==> config.mk <==
export PLATFORM = sky130hd
export DESIGN_NAME = cgra_config_loader_flat
export DESIGN_NICKNAME = d
export VERILOG_FILES = /design/src/rtl/cgra_config_loader_if.sv /design/src/rtl/cgra_config_loader.sv /design/src/flat_wrapper.sv
export SDC_FILE = /design/constraint.sdc
export NUM_CORES = 2
export LEC_CHECK = 0
export ABC_AREA = 1
export CAP_MARGIN = 20
export CORE_AREA = 2 2 431 433
export CTS_CLUSTER_DIAMETER = 30
export DETAILED_ROUTE_END_ITERATION = 12
export DIE_AREA = 0 0 433 435
export DONT_BUFFER_PORTS = 1
export PLACE_DENSITY = 0.7
export SYNTH_ARGS = -nofsm -noshare
export SYNTH_HDL_FRONTEND = slang
export SYNTH_SLANG_ARGS = --single-unit
==> constraint.sdc <==
create_clock -name clk -period 109.5 [get_ports clk]
set_input_delay 32.85 -clock clk [delete_from_list [all_inputs] [get_ports clk]]
set_output_delay 32.85 -clock clk [all_outputs]
set_load 0.05 [all_outputs]
==> src/rtl/cgra_config_loader_if.sv <==
// Host-to-loader configuration bus: word stream in, active frames and status out.
// The loader owns the slave modport; the host (or bench) drives the master side.
interface cgra_config_loader_if #(
  parameter int ROWS        = 4,
  parameter int COLS        = 4,
  parameter int FRAME_WIDTH = 64,
  parameter int WORD_WIDTH  = 32
) ();
  logic                              start;
  logic                              abort;
  logic [WORD_WIDTH-1:0]             s_data;
  logic                              s_valid;
  logic                              s_last;
  logic                              s_ready;
  logic [ROWS*COLS*FRAME_WIDTH-1:0]  config_frames;
  logic                              config_valid;
  logic                              busy;
  logic                              done;
  logic                              error;

  modport master (
    output start, abort, s_data, s_valid, s_last,
    input  s_ready, config_frames, config_valid, busy, done, error
  );

  modport slave (
    input  start, abort, s_data, s_valid, s_last,
    output s_ready, config_frames, config_valid, busy, done, error
  );
endinterface

==> src/rtl/cgra_config_loader.sv <==
// Assembles a word stream into shadow PE frames and commits them atomically; commit strobe
// one cycle after the last word, s_ready held high for the whole load and low otherwise.
module cgra_config_loader #(
  parameter int ROWS        = 4,
  parameter int COLS        = 4,
  parameter int FRAME_WIDTH = 64,
  parameter int WORD_WIDTH  = 32
) (
  input  logic                  clk,
  input  logic                  rst,
  cgra_config_loader_if.slave   bus
);
  localparam int WPF    = FRAME_WIDTH / WORD_WIDTH;
  localparam int NWORDS = ROWS * COLS * WPF;
  localparam int CNT_W  = (NWORDS > 1) ? $clog2(NWORDS) : 1;
  localparam logic [CNT_W-1:0] LAST_IDX = CNT_W'(NWORDS - 1);

  typedef enum logic [1:0] {
    ST_IDLE   = 2'd0,
    ST_LOAD   = 2'd1,
    ST_COMMIT = 2'd2
  } state_t;

  state_t                              r_state;
  logic [CNT_W-1:0]                    r_cnt;
  logic [NWORDS-1:0][WORD_WIDTH-1:0]   r_shadow;
  logic [ROWS*COLS*FRAME_WIDTH-1:0]    r_frames;
  logic                                r_s_ready;
  logic                                r_config_valid;
  logic                                r_busy;
  logic                                r_done;
  logic                                r_error;

  logic [NWORDS-1:0][WORD_WIDTH-1:0]   w_merged;
  logic                                w_xfer;
  logic                                w_at_last;

  // Word k lands at bit k*WORD_WIDTH, which is exactly frame k/WPF, slice k%WPF.
  always_comb begin
    w_merged        = r_shadow;
    w_merged[r_cnt] = bus.s_data;
  end

  assign w_xfer    = bus.s_valid & r_s_ready;
  assign w_at_last = (r_cnt == LAST_IDX);

  always_ff @(posedge clk or posedge rst) begin
    if (rst) begin
      r_state        <= ST_IDLE;
      r_cnt          <= '0;
      r_shadow       <= '0;
      r_frames       <= '0;
      r_s_ready      <= 1'b0;
      r_config_valid <= 1'b0;
      r_busy         <= 1'b0;
      r_done         <= 1'b0;
      r_error        <= 1'b0;
    end else begin
      case (r_state)
        ST_IDLE: begin
          r_config_valid <= 1'b0;
          r_done         <= 1'b0;
          if (bus.start) begin
            r_state   <= ST_LOAD;
            r_cnt     <= '0;
            r_error   <= 1'b0;
            r_s_ready <= 1'b1;
            r_busy    <= 1'b1;
          end
        end
        ST_LOAD: begin
          // Abort wins over a same-cycle word so nothing of the load survives.
          if (bus.abort) begin
            r_state   <= ST_IDLE;
            r_s_ready <= 1'b0;
            r_busy    <= 1'b0;
          end else if (w_xfer) begin
            r_shadow <= w_merged;
            r_cnt    <= r_cnt + 1'b1;
            if (bus.s_last && w_at_last) begin
              r_frames       <= w_merged;
              r_state        <= ST_COMMIT;
              r_s_ready      <= 1'b0;
              r_config_valid <= 1'b1;
              r_done         <= 1'b1;
            end else if (bus.s_last || w_at_last) begin
              r_state   <= ST_IDLE;
              r_s_ready <= 1'b0;
              r_busy    <= 1'b0;
              r_error   <= 1'b1;
            end
          end
        end
        ST_COMMIT: begin
          r_state        <= ST_IDLE;
          r_config_valid <= 1'b0;
          r_done         <= 1'b0;
          r_busy         <= 1'b0;
        end
        default: begin
          r_state   <= ST_IDLE;
          r_s_ready <= 1'b0;
          r_busy    <= 1'b0;
        end
      endcase
    end
  end

  assign bus.s_ready       = r_s_ready;
  assign bus.config_frames = r_frames;
  assign bus.config_valid  = r_config_valid;
  assign bus.busy          = r_busy;
  assign bus.done          = r_done;
  assign bus.error         = r_error;
endmodule
==> src/flat_wrapper.sv <==
// flat-port wrapper written by rule: the top's interface ports become plain ports
module cgra_config_loader_flat 
#(
  parameter int ROWS        = 4,
  parameter int COLS        = 4,
  parameter int FRAME_WIDTH = 64,
  parameter int WORD_WIDTH  = 32
)
  (clk, rst, bus_start, bus_abort, bus_s_data, bus_s_valid, bus_s_last, bus_s_ready, bus_config_frames, bus_config_valid, bus_busy, bus_done, bus_error);
  cgra_config_loader_if #(.ROWS(ROWS), .COLS(COLS), .FRAME_WIDTH(FRAME_WIDTH), .WORD_WIDTH(WORD_WIDTH)) bus_i ();
  input  logic clk;
  input  logic rst;
  input wire logic [$bits(bus_i.start)-1:0] bus_start;
  input wire logic [$bits(bus_i.abort)-1:0] bus_abort;
  input wire logic [$bits(bus_i.s_data)-1:0] bus_s_data;
  input wire logic [$bits(bus_i.s_valid)-1:0] bus_s_valid;
  input wire logic [$bits(bus_i.s_last)-1:0] bus_s_last;
  output wire logic [$bits(bus_i.s_ready)-1:0] bus_s_ready;
  output wire logic [$bits(bus_i.config_frames)-1:0] bus_config_frames;
  output wire logic [$bits(bus_i.config_valid)-1:0] bus_config_valid;
  output wire logic [$bits(bus_i.busy)-1:0] bus_busy;
  output wire logic [$bits(bus_i.done)-1:0] bus_done;
  output wire logic [$bits(bus_i.error)-1:0] bus_error;
  assign bus_i.start = bus_start;
  assign bus_i.abort = bus_abort;
  assign bus_i.s_data = bus_s_data;
  assign bus_i.s_valid = bus_s_valid;
  assign bus_i.s_last = bus_s_last;
  assign bus_s_ready = bus_i.s_ready;
  assign bus_config_frames = bus_i.config_frames;
  assign bus_config_valid = bus_i.config_valid;
  assign bus_busy = bus_i.busy;
  assign bus_done = bus_i.done;
  assign bus_error = bus_i.error;
  cgra_config_loader #(.ROWS(ROWS), .COLS(COLS), .FRAME_WIDTH(FRAME_WIDTH), .WORD_WIDTH(WORD_WIDTH)) u_core (.clk(clk), .rst(rst), .bus(bus_i));
endmodule
==> impl_metrics.tcl <==
set metrics [dict create \
    p_comb_share_pct 6.8 \
    ys_types 20 \
    worstPathArrival_ps 38320 \
    clock_latency_ps 1000 \
    p_int_mw 1.77 \
    holdPathStages 2 \
    pwr-share-seq_pct 35.5 \
    crit_chain "nand2_1, nor2_1, nand2_8, nor2_4, buf_12, buf_12, buf_4, buf_4, nand3_1, nand2_1" \
    run_status "complete, no violations" \
    path_max_fanout 206 \
    ff2ff_setup_slack_ps 103030 \
    critPathLaunchType "input port" \
    areaGrowthSynthToFinish_pct 18.0 \
    layout.cells.non_filler 14401 \
    ff_latch_area_um2 51500 \
    synth_area_um2 91500 \
    fmax_ghz 0.0267 \
    finalSetupTns_ps 0 \
    vias 81752 \
    maxSlewViolCount 0 \
    die_height_um 435 \
    p_clk_share_pct 57.7 \
    place_hpwl_um 195000 \
    yosys_warnings 0 \
    route.detailed.drc 0 \
    worstMarginPinSlew_ps 1250 \
    switchingPower_mw 0.583 \
    final_cell_mix "5462 x nand2_1, 2059 x dfrtp_1, 1815 x nand3_1, 1001 x inv_1, 552 x o21ai_0" \
    nets 11593 \
    slowest_stage "buf_4" \
    r2r_start "u_core.bus.s_ready" \
    grt_pass1_wl_um 497000 \
    hold_violations 0 \
    boundaryPins 1067 \
    fillers 15427 \
    grt_usage_pct 35.0 \
    static-leakage-power_nw 59.7 \
    ys_seq_area_share_pct 56.3 \
    root_buffer "clkbuf_16" \
    ir_worst_vdd_uv 15.7 \
    relSlewSlack_pct 16.9 \
    crit_start "bus_s_valid" \
    clock_sink_count 2059 \
    place.gp.congestion 0.879 \
    cp.required_ps 110370 \
    ys_seq_elements 2059 \
    fin_crit_sh_pct 34.2 \
    setup_viol 0 \
    rsz0062_at_grt "no" \
    antenna_found_initial 12 \
    cts_resized 0 \
    syn_avg_cell_area_um2 7.82 \
    initial_utilization_pct 49.7 \
    die_x_um 433 \
    cts_tree "done" \
    worst_hold_path_type "flip-flop to flip-flop" \
    multiInputGateArea_um2 32600 \
    maxCapViolations 0 \
    wl_per_cell_um 23.2 \
    cts.clk_slew.worst_paths_ps 50 \
    grt_pass1_vias 78884 \
    drive_gt1_share_pct 7.96 \
    drt_iter0_drc 10390 \
    period_needed_ps 37450 \
    first_pass_iters 9 \
    grt_max_degree 239 \
    setup_slack_ps 72050 \
    hold_path_end "u_core.r_shadow[844]" \
    grt.overflow.total 0 \
    placed_cells 13585 \
    syn_nets 11751 \
    rr_endpoint "u_core.bus.config_frames[582]" \
    post-cts-setup-buffers 0 \
    critPathMaxStageDelay_ps 950 \
    pre_cts_slack_ps 71080 \
    syn_inst 11708 \
    holdBufCountCts 0 \
    crit_type "input port to flip-flop" \
    min-delay-start "u_core.r_shadow[844]" \
    drt_wl_total_um 334000 \
    port-buffer-count 0 \
    cp-end-kind "flip-flop" \
    fin_skew_ps 83.7 \
    cts_max_level 5 \
    die_area_um2 188000 \
    ant_nets 0 \
    cts_buffers 432 \
    r2r_cells 10 \
    switching_share_pct 24.8 \
    final_common_cell "nand2_1" \
    core_area_um2 184000 \
    viasPerCell 5.68 \
    p_per_area_nw_per_um2 21.8 \
    cts_buffer_depth 4 \
    rows 158 \
]
[power groups by stage]
stage,clock network (mW),registers (mW),logic (mW)
floorplan,0,0.848,0.113
global placement,0,0.843,0.147
detailed placement,0,0.845,0.156
CTS,1.36,0.834,0.158
global route,1.40,0.838,0.182
finish,1.36,0.835,0.161
[metal layers]
layer | routed length [um] | GRT usage (%) | vias up
met1 | 118000 | 41.9 | 39659
li1 | - | - | 36220
met4 | 31400 | 28.7 | 0
met3 | 37200 | 10.8 | 1197
met2 | 148000 | 51.7 | 4676
met5 | 0 | 0 | -
[layout make-up]
| type | count | share of cell area (%) |
|---|---|---|
| sequential | 2059 | 47.7 |
| tap | 2480 | 2.87 |
| multi-input combinational | 7864 | 30.2 |
| clock inverter | 257 | 3.13 |
| clock buffer | 531 | 10.9 |
| inverter | 1037 | 3.63 |
| antenna | 17 | 0.0394 |
| timing repair buffer | 156 | 1.57 |
[synth_stat cells]
master	instances	share of area, %
dfrtp_1	2059	56
o21ai_0	552	3.0
nor2_1	14	0.057
buf_6	42	0.52
buf_2	327	1.8
a21oi_1	1	0.0055
nor2_2	4	0.027
buf_1	7	0.029
nand2_2	1	0.0068
nand3_1	1817	9.9
clkinv_1	1	0.0041
clkbuf_1	366	1.5
ha_1	5	0.068
nor2_4	1	0.012
buf_4	6	0.049
xor2_1	1	0.0096
inv_1	1034	4.2
nand2_1	5467	22
a31oi_1	1	0.0068
inv_2	2	0.0082
[worst max-delay path, delay by kind of cell]
kind,cells,cell delay [ps]
AND/OR/NAND/NOR,6,1700
buffers and inverters,4,3120
[flip-flops by register name, summed over array words and instances (netlist names)]
| register | count |
|---|---|
| u_core.bus.config_frames | 1024 |
| u_core.r_shadow | 1024 |
| u_core.r_cnt | 5 |
| u_core.r_state | 2 |
| u_core.bus.busy | 1 |
| u_core.bus.done | 1 |
| u_core.bus.error | 1 |
| u_core.bus.s_ready | 1 |
[through the flow]
step           power (mW)  utilization, %  hold slack (ps)  instance area (um2)
2_1_floorplan       0.960               -              448                91500
3_3_place_gp        0.991            50.1              461                92300
3_5_place_dp         1.00            50.3              465                92600
4_1_cts              2.35            58.5              477               108000
5_1_grt              2.42            58.7              490               108000
6_report             2.35            58.7              474               108000
[how the worst max path moves through the flow]
stage                                    endpoint  slack [ps]  depth (start not counted)
detailed placement  u_core.bus.config_frames[332]       71080                          7
CTS                          u_core.r_shadow[271]       72100                          7
floorplan                         u_core.bus.busy       18490                          1
global route        u_core.bus.config_frames[336]       71770                          8
finish              u_core.bus.config_frames[582]       72050                         10
global placement    u_core.bus.config_frames[330]       71200                          7
[kinds of logic after synthesis]
group | share of synthesized area [%]
buf+inv | 8.14
simple gates | 32.5
xor+xnor | 0.00957
compound gates | 3.03
fa+ha+maj | 0.0684
flops | 56.3
No activity file was read; power rests on OpenSTA's default activity.
